[src/rtl/arbiter_pkg.sv]
// Shared arbiter types and the round-robin winner search used by the picker.
package arbiter_pkg;

    typedef enum logic [1:0] {ARB_IDLE, ARB_GRANT, ARB_GAP} arb_state_e;

    typedef struct packed {
        logic       found;
        logic [3:0] id;
    } rr_pick_t;

    // Scan last+1, last+2 ... wrapping mod n; last itself is checked last.
    // Iterating from the far end lets the nearest asserted request overwrite the result.
    function automatic rr_pick_t rr_next(input logic [15:0] req, input logic [3:0] last,
                                         input int unsigned n);
        rr_pick_t   r;
        logic [4:0] idx;
        r   = '0;
        idx = '0;
        for (int unsigned i = 16; i >= 1; i--) begin
            if (i <= n) begin
                idx = 5'(last) + 5'(i);
                if (idx >= 5'(n)) begin
                    idx = idx - 5'(n);
                end
                if (req[idx[3:0]]) begin
                    r.found = 1'b1;
                    r.id    = idx[3:0];
                end
            end
        end
        return r;
    endfunction

endpackage

[src/rtl/arbiter_rr_ctrl_if.sv]
// Request/grant bundle between requesters and the arbiter; master is the grant side.
interface arbiter_rr_ctrl_if #(
    parameter int NUM_REQ = 2
);
    localparam int ID_W = $clog2(NUM_REQ);

    logic [NUM_REQ-1:0] request;
    logic [NUM_REQ-1:0] grant;
    logic               grant_vld;
    logic [ID_W-1:0]    grant_id;
    logic               timeout;

    modport master (
        input  request,
        output grant,
        output grant_vld,
        output grant_id,
        output timeout
    );

    modport slave (
        output request,
        input  grant,
        input  grant_vld,
        input  grant_id,
        input  timeout
    );
endinterface

[src/rtl/arbiter_rr_pick.sv]
// Combinational round-robin picker: first asserted request after last_id_i, zero latency.
module arbiter_rr_pick
    import arbiter_pkg::*;
#(
    parameter int NUM_REQ = 2,
    parameter int ID_W    = $clog2(NUM_REQ)
) (
    input  logic [NUM_REQ-1:0] request_i,
    input  logic [ID_W-1:0]    last_id_i,
    output logic               found_o,
    output logic [ID_W-1:0]    win_id_o
);
    rr_pick_t pick;

    assign pick     = rr_next(16'(request_i), 4'(last_id_i), NUM_REQ);
    assign found_o  = pick.found;
    assign win_id_o = ID_W'(pick.id);
endmodule

[src/rtl/arbiter_rr_ctrl.sv]
// Round-robin arbiter, grant registered 1 cycle after request, held while requested, one GAP cycle
// between grants. Optional hold-time preemption under `ARB_TIMEOUT_EN.
module arbiter_rr_ctrl
    import arbiter_pkg::*;
#(
    parameter int NUM_REQ  = 2,
    parameter int MAX_HOLD = 16
) (
    input  logic               clk,
    input  logic               rst,
    arbiter_rr_ctrl_if.master  arb
);
    localparam int ID_W = $clog2(NUM_REQ);

    arb_state_e         state_q;
    logic [NUM_REQ-1:0] grant_q;
    logic               grant_vld_q;
    logic [ID_W-1:0]    grant_id_q;
    logic [ID_W-1:0]    last_id_q;
    logic               found;
    logic [ID_W-1:0]    win_id;

    arbiter_rr_pick #(
        .NUM_REQ (NUM_REQ),
        .ID_W    (ID_W)
    ) u_pick (
        .request_i (arb.request),
        .last_id_i (last_id_q),
        .found_o   (found),
        .win_id_o  (win_id)
    );

`ifdef ARB_TIMEOUT_EN
    localparam int HOLD_W = $clog2(MAX_HOLD + 1);

    logic [HOLD_W-1:0] hold_q;
    logic              timeout_q;
    logic              hold_max;
    logic              other_req;

    assign hold_max  = (hold_q == HOLD_W'(MAX_HOLD - 1));
    assign other_req = |(arb.request & ~grant_q);
    assign arb.timeout = timeout_q;
`else
    assign arb.timeout = 1'b0;
`endif

    always_ff @(posedge clk) begin
        if (rst) begin
            state_q     <= ARB_IDLE;
            grant_q     <= '0;
            grant_vld_q <= 1'b0;
            grant_id_q  <= '0;
            last_id_q   <= ID_W'(NUM_REQ - 1);
`ifdef ARB_TIMEOUT_EN
            hold_q      <= '0;
            timeout_q   <= 1'b0;
`endif
        end else begin
`ifdef ARB_TIMEOUT_EN
            timeout_q <= 1'b0;
`endif
            case (state_q)
                ARB_IDLE, ARB_GAP: begin
                    if (found) begin
                        state_q     <= ARB_GRANT;
                        grant_q     <= NUM_REQ'(1) << win_id;
                        grant_vld_q <= 1'b1;
                        grant_id_q  <= win_id;
`ifdef ARB_TIMEOUT_EN
                        hold_q      <= '0;
`endif
                    end else begin
                        state_q <= ARB_IDLE;
                    end
                end
                ARB_GRANT: begin
                    if (!arb.request[grant_id_q]) begin
                        state_q     <= ARB_GAP;
                        grant_q     <= '0;
                        grant_vld_q <= 1'b0;
                        grant_id_q  <= '0;
                        last_id_q   <= grant_id_q;
`ifdef ARB_TIMEOUT_EN
                    end else if (hold_max && other_req) begin
                        state_q     <= ARB_GAP;
                        grant_q     <= '0;
                        grant_vld_q <= 1'b0;
                        grant_id_q  <= '0;
                        last_id_q   <= grant_id_q;
                        timeout_q   <= 1'b1;
                    end else if (!hold_max) begin
                        // Saturate one short of MAX_HOLD so a late competitor preempts at once.
                        hold_q <= hold_q + 1'b1;
`endif
                    end
                end
                default: begin
                    state_q     <= ARB_IDLE;
                    grant_q     <= '0;
                    grant_vld_q <= 1'b0;
                    grant_id_q  <= '0;
                end
            endcase
        end
    end

    assign arb.grant     = grant_q;
    assign arb.grant_vld = grant_vld_q;
    assign arb.grant_id  = grant_id_q;
endmodule

[src/flat_wrapper.sv]
// flat-port wrapper written by rule: the top's interface ports become plain ports
module arbiter_rr_ctrl_flat import arbiter_pkg::*;
#(
    parameter int NUM_REQ  = 2,
    parameter int MAX_HOLD = 16
)
  (clk, rst, arb_request, arb_grant, arb_grant_vld, arb_grant_id, arb_timeout);
  arbiter_rr_ctrl_if #(.NUM_REQ(NUM_REQ)) arb_i ();
  input  logic clk;
  input  logic rst;
  input wire logic [$bits(arb_i.request)-1:0] arb_request;
  output wire logic [$bits(arb_i.grant)-1:0] arb_grant;
  output wire logic [$bits(arb_i.grant_vld)-1:0] arb_grant_vld;
  output wire logic [$bits(arb_i.grant_id)-1:0] arb_grant_id;
  output wire logic [$bits(arb_i.timeout)-1:0] arb_timeout;
  assign arb_i.request = arb_request;
  assign arb_grant = arb_i.grant;
  assign arb_grant_vld = arb_i.grant_vld;
  assign arb_grant_id = arb_i.grant_id;
  assign arb_timeout = arb_i.timeout;
  arbiter_rr_ctrl #(.NUM_REQ(NUM_REQ), .MAX_HOLD(MAX_HOLD)) u_core (.clk(clk), .rst(rst), .arb(arb_i));
endmodule
[config.mk]
export PLATFORM = sky130hd
export DESIGN_NAME = arbiter_rr_ctrl_flat
export DESIGN_NICKNAME = d
export VERILOG_FILES = /design/src/rtl/arbiter_pkg.sv /design/src/rtl/arbiter_rr_ctrl_if.sv /design/src/rtl/arbiter_rr_pick.sv /design/src/rtl/arbiter_rr_ctrl.sv /design/src/flat_wrapper.sv
export SDC_FILE = /design/constraint.sdc
export NUM_CORES = 1
export LEC_CHECK = 0
export CELL_PAD_IN_SITES_DETAIL_PLACEMENT = 0
export CELL_PAD_IN_SITES_GLOBAL_PLACEMENT = 1
export CORE_AREA = 2 2 39 41
export CTS_BUF_LIST = sky130_fd_sc_hd__clkbuf_4 sky130_fd_sc_hd__clkbuf_8
export DETAILED_ROUTE_END_ITERATION = 7
export DIE_AREA = 0 0 41 43
export PLACE_DENSITY = 0.65
export SETUP_SLACK_MARGIN = 0.3
export SLEW_MARGIN = 20
export SYNTH_ARGS = -nofsm -noshare
export SYNTH_HDL_FRONTEND = slang
export SYNTH_HIERARCHICAL = 1
export SYNTH_SLANG_ARGS = --single-unit
[constraint.sdc]
create_clock -name clk -period 1.6 [get_ports clk]
set_clock_uncertainty 0.1 [all_clocks]
set_input_delay 0.4 -clock clk [delete_from_list [all_inputs] [get_ports clk]]
set_output_delay 0.4 -clock clk [all_outputs]
set_load 0.01 [all_outputs]
==> flow_summary.yaml, run 1 <==
outcome:
  outcome: "complete, no violations"
floorplan:
  rows: 14
  start_util_pct: 23.69
  core_um2: 1384
  fp.dieH_um: 43
  io_pins: 9
  die_area_um2: 1763
  die_w_um: 41
synthesis:
  ys_types: 21
  synth_edf_count: 0
  synthAdderAreaFrac_pct: 0
  ys_ff_latch: 6
  synth_area_leader_cell: "dfxtp_1"
  yosysSeqAreaShare_pct: 36.64
  synth_area_leaders: "dfxtp_1, mux2i_1, nand2b_1, or3b_1, buf_4"
  synth_top_area_share_pct: 36.64
  synth_top_family_by_area: "simple AND/OR/NAND/NOR gates"
  synth_nets: 37
  netlist_instances: 33
  synthXorXnorAreaFrac_pct: 0
  ys_async_sr_fraction_pct: 0
  synth_mux_area_share_pct: 6.107
  ys.flop_type: "dfxtp_1"
  synth_compound_area_share_pct: 20.23
  synth-simple-area-share_pct: 26.72
  yosysWarnings: 6
  syn_area_um2: 327.8
  avgSynthCellArea_um2: 9.934
global_routing:
  antenna_found_initial: 0
  grt_use_total_pct: 12.40
  grt_start_max_net_pins: 9
  grt_overflow: 0
  grt_pass1_vias: 338
  grt_pass1_wl_um: 1442
finish:
  final_cell_mix: "buf_4, dfxtp_1, clkbuf_4, buf_2, nand2b_1"
  stdcell_count: 63
  final_common_cell: "buf_4"
  layout-drive-gt1-share_pct: 44.68
  area_growth_pct: 38.17
  antenna_cells: 0
  nets: 53
detailed_routing:
  met2_length_um: 473
  firstDrtPassIters: 4
  wl_met1_um: 316
  drtIter0Drc: 12
  vias: 319
  dr_wl_met3_um: 62
  viasPerCell: 5.063
  routed_wl_um: 852
  drc: 0
  avgRoutedWirePerCell_um: 13.52
  antenna_left: 0
  top_layer: "met3"
place:
  place_inst: 60
  portBuffers: 7
  gp_congestion: 0.6235
clock_tree:
  cts_sinks: 6
  cts_max_path_buffers: 2
  cts_root_buf: "clkbuf_4"
  clk_pin_slew_ns: 0.05
  cts_buffers: 3
  post-cts-setup-buffer-count: 0
  cts_tree: "built"
  clock_latency_ns: 0.25
  htree_levels: 1
critical_path:
  criticalPathCategory: "in -> reg"
  worstPathRequired_ns: 1.68
  crit_chain: "clkdlybuf4s15_1 > or2_4 > a211o_2 > o22ai_1"
  cp-start-kind: "input pin"
  cp_top_family: "compound AO/OA/AOI/OAI gates"
  max_stage_delay_ns: 0.30
  crit_slowest_cell: "a211o_2"
  critPathBufInv: 1
  worst_ep_arrival_time_ns: 1.35
  worstRegToRegCells: 4
  worstSetupPathDepth: 4
  crit_fanout: 4
  end_kind: "register"
  rrSetupSlack_ns: 0.43
timing:
  whs_ns: 0.4284
  setup_tns_ns: 0
  finalHoldViolCount: 0
  min_period_ns: 1.271
  timing.fmax_ghz: 0.7865
  rsz0062_at_grt: "false"
  period_share_pct: 79.46
  setup-violations-final: 0
  final_max_slew_viol_count: 0
worst_hold_path:
  hold-path-cell-count: 2
  hold_class: "reg -> reg"
pwr:
  p_comb_share_pct: 23.1
  switching_power_w: 0.0001168
  switching_share_pct: 27.64
  internal_power_w: 0.0003059
  seq_power_share_pct: 43.4
  ir_worst_vdd_uv: 387.0
  pwr-share-clk_pct: 33.5
  powerDensity_nw_per_um2: 933.2
  power_leakage_nw: 0.1969
job:
  maxCapViolations: 0
## Yosys cell counts, drive strengths merged (2+ instances only)
master,n
nand2b,3
mux2i,2
or2,2
or3b,2
nor3b,2
o221ai,2
dfxtp,6
o22ai,2
buf,3
## worst paths after layout
kind | from | end
max | arb_request[0] | u_core/arb.grant[0]
min | u_core/arb.grant_vld | u_core/arb.grant_vld
max reg2reg | u_core/arb.grant[1] | u_core/state_q[1]
min reg2reg | u_core/arb.grant_vld | u_core/arb.grant_vld
## sequential cells by signal, indices dropped and copies added, names as in the netlist
signal	count
u_core/state_q	2
u_core/arb.grant_vld	1
u_core/last_id_q	1
u_core/arb.grant	2
## cell type report
type / instances / area [um2]
inverter: 1 / 3.754
sequential: 6 / 122.6
multi-input combinational: 23 / 182.7
timing repair buffer: 14 / 101.3
fill: 153 / 930.9
tap: 16 / 20.02
clock buffer: 3 / 22.52
## through the flow
stage	power (W)	area (um2)	util [%]	setup WS, ns
after CTS	0.0004301	454.2	32.82	0.2021
final	0.0004227	452.9	32.73	0.3286
after global routing	0.0004486	452.9	32.73	0.3095
after detailed placement	0.0002900	444.2	32.10	-0.1864
after global placement	0.0002846	444.2	32.10	-0.1535
after floorplan	0.0002388	327.8	-	0.3568
## power groups by stage
stage	Clock [W]	Sequential, W	Combinational [W]
final	0.000142	0.000183	0.0000976
after global routing	0.000155	0.000186	0.000107
after CTS	0.000150	0.000183	0.0000975
after detailed placement	0	0.000185	0.000105
after global placement	0	0.000184	0.000101
after floorplan	0	0.000186	0.0000529
## logic make-up (layout without fill, tap and decap cells)
logic type / Yosys count / count (layout)
simple gates: 12 / 12
compound gates: 8 / 8
flops: 6 / 6
buf+inv: 4 / 18
mux: 2 / 2
other cells: 1 / 1
## worst min-delay path, cell delays in order, from the launching register on
cell	delay [ns]
dfxtp_2	0.32
nand2b_1	0.08
o221ai_2	0.09
## per-layer routing
layer | vias to the layer above | track usage, %
met5 | - | 0
met4 | 0 | 6.000
met3 | 0 | 4.712
met2 | 18 | 19.38
met1 | 153 | 14.01
li1 | 148 | -
## what timing repair did
item,CTS,global route
hold buffers,0,0
setup endpoints to repair,10,2
pin swaps,0,2
gates cloned,0,0
gates resized for setup,20,4
No activity file was read; power rests on OpenSTA's default activity.
==> run 2: changes to the inputs <==
- PLACE_DENSITY: 0.65 -> 0.67
- clock period: 1.6 -> 1.1 ns (I/O delays scaled with it)
==> run 2 against run 1 <==
  * Global-route usage shrank 2.7 points
  * Design area is 9.9% higher
  * Via count fell by 5.3%
  * Largest cell class unchanged
  * Highest routed layer unchanged
  * Utilization is 3.3 points higher
  * Routed wire length shrank 12%
==> flow_summary.yaml, run 2 (synthesis results as in run 1) <==
pwr:
  ir_worst_vdd_uv: 456.5
  power_leakage_nw: 0.2073
  powerDensity_nw_per_um2: 1369
critical_path:
  worstRegToRegCells: 3
  cp_top_family: "flip-flops"
  crit_chain: "buf_2"
  rrSetupSlack_ns: 0.02
  crit_fanout: 3
  r2r_start: "u_core/arb.grant[1]"
  critPathBufInv: 1
  end_kind: "output port"
  max_stage_delay_ns: 0.34
  cp-start-kind: "register"
  worstPathRequired_ns: 0.72
  worst_ep_arrival_time_ns: 0.72
  criticalPathCategory: "reg -> out"
  crit_slowest_cell: "dfxtp_4"
  r2r_end: "u_core/state_q[0]"
detailed_routing:
  viasPerCell: 4.794
  drtIter0Drc: 1
  avgRoutedWirePerCell_um: 11.90
  routed_wl_um: 750
  firstDrtPassIters: 2
  drc: 0
  vias: 302
  antenna_left: 0
outcome:
  outcome: "complete, no violations"
timing:
  finalHoldViolCount: 0
  timing.fmax_ghz: 0.9125
  worst_slack_ns: 0.004105
  final_max_slew_viol_count: 0
  rsz0062_at_grt: "true"
  period_share_pct: 99.63
  setup_tns_ns: 0
  min_period_ns: 1.096
  whs_ns: 0.2759
  setup-violations-final: 0
finish:
  final_cell_mix: "clkbuf_4, buf_2, buf_6, dfxtp_2, buf_4"
  layout-drive-gt1-share_pct: 65.96
  antenna_cells: 0
  stdcell_count: 63
  utilization_pct: 35.99
  area_growth_pct: 51.91
  fillers: 143
  nets: 52
global_routing:
  grt_use_total_pct: 9.749
  grt_overflow: 0
  grt_util_met3_pct: 4.712
  antenna_found_initial: 0
  grt_pass1_wl_um: 1090
  grt_pass1_vias: 285
  grt_busiest_layer: "met2"
  grt_start_max_net_pins: 10
  grtUsageMet1_pct: 8.387
  gr-usage-met2_pct: 16.56
place:
  gp_congestion: 0.7197
  pre_cts_ws_ns: -0.5646
  place_inst: 58
  portBuffers: 7
clock_tree:
  cts_max_path_buffers: 2
  cts_root_buf: "clkbuf_4"
  cts_sinks: 6
  clk_pin_slew_ns: 0.05
  clock_latency_ns: 0.25
  cts_tree: "built"
  htree_levels: 1
  cts_buffers: 3
  cts_hold_repair.buffers: 0
floorplan:
  rows: 14
  die_w_um: 41
  die_area_um2: 1763
  start_util_pct: 23.69
  io_pins: 9
  core_um2: 1384
  fp.dieH_um: 43
worst_hold_path:
  hold-path-cell-count: 3
  hold_end: "u_core/arb.grant[1]"
  worstHoldStart: "arb_request[1]"
  hold_class: "in -> reg"
job:
  maxCapViolations: 0
run 2: what timing repair did:
item                       in CTS  in global routing
setup endpoints to repair      10                 10
pin swaps                       5                  1
resized for setup              38                  0
setup buffers                   1                  0
run 2: worst max path at each step:
| stage | from | to | slack (ns) | cells past startpoint |
|---|---|---|---|---|
| floorplan | arb_request[1] | u_core/arb.grant[0] | 0.003 | 3 |
| global placement | arb_request[1] | u_core/state_q[0] | -0.54 | 4 |
| detailed placement | arb_request[1] | u_core/arb.grant[0] | -0.56 | 4 |
| CTS | u_core/arb.grant[1] | arb_grant[1] | -0.009 | 1 |
| global route | u_core/arb.grant[1] | arb_grant[1] | -0.02 | 1 |
| finish | u_core/arb.grant[1] | arb_grant[1] | 0.004 | 1 |
run 2: power by group:
group	total, W	switching (W)	internal [W]
clock	0.000248	0.0000853	0.000162
combinational	0.000163	0.0000656	0.0000977
sequential	0.000271	0.0000262	0.000245
run 2: stage by stage:
stage	area (um2)	power [W]
final	498.0	0.0006819
after global placement	445.4	0.0004160
after CTS	498.0	0.0006935
after floorplan	351.6	0.0003551
after detailed placement	445.4	0.0004199
after global routing	498.0	0.0007136
run 2: final cells by class:
type                    count  area [um2]  share of cell area, %
clock buffers               4       30.03                  6.030
inverters                   1       3.754                 0.7538
multi-input cells          23       209.0                  41.96
flip-flops and latches      6       128.9                  25.88
well taps                  16       20.02                  4.020
repair buffers             13       106.4                  21.36
run 2: layer usage:
layer	vias to the layer above	share of wire, %
met5	-	0
met4	0	0
met3	0	4.7
met2	7	55
met1	147	41
li1	148	-
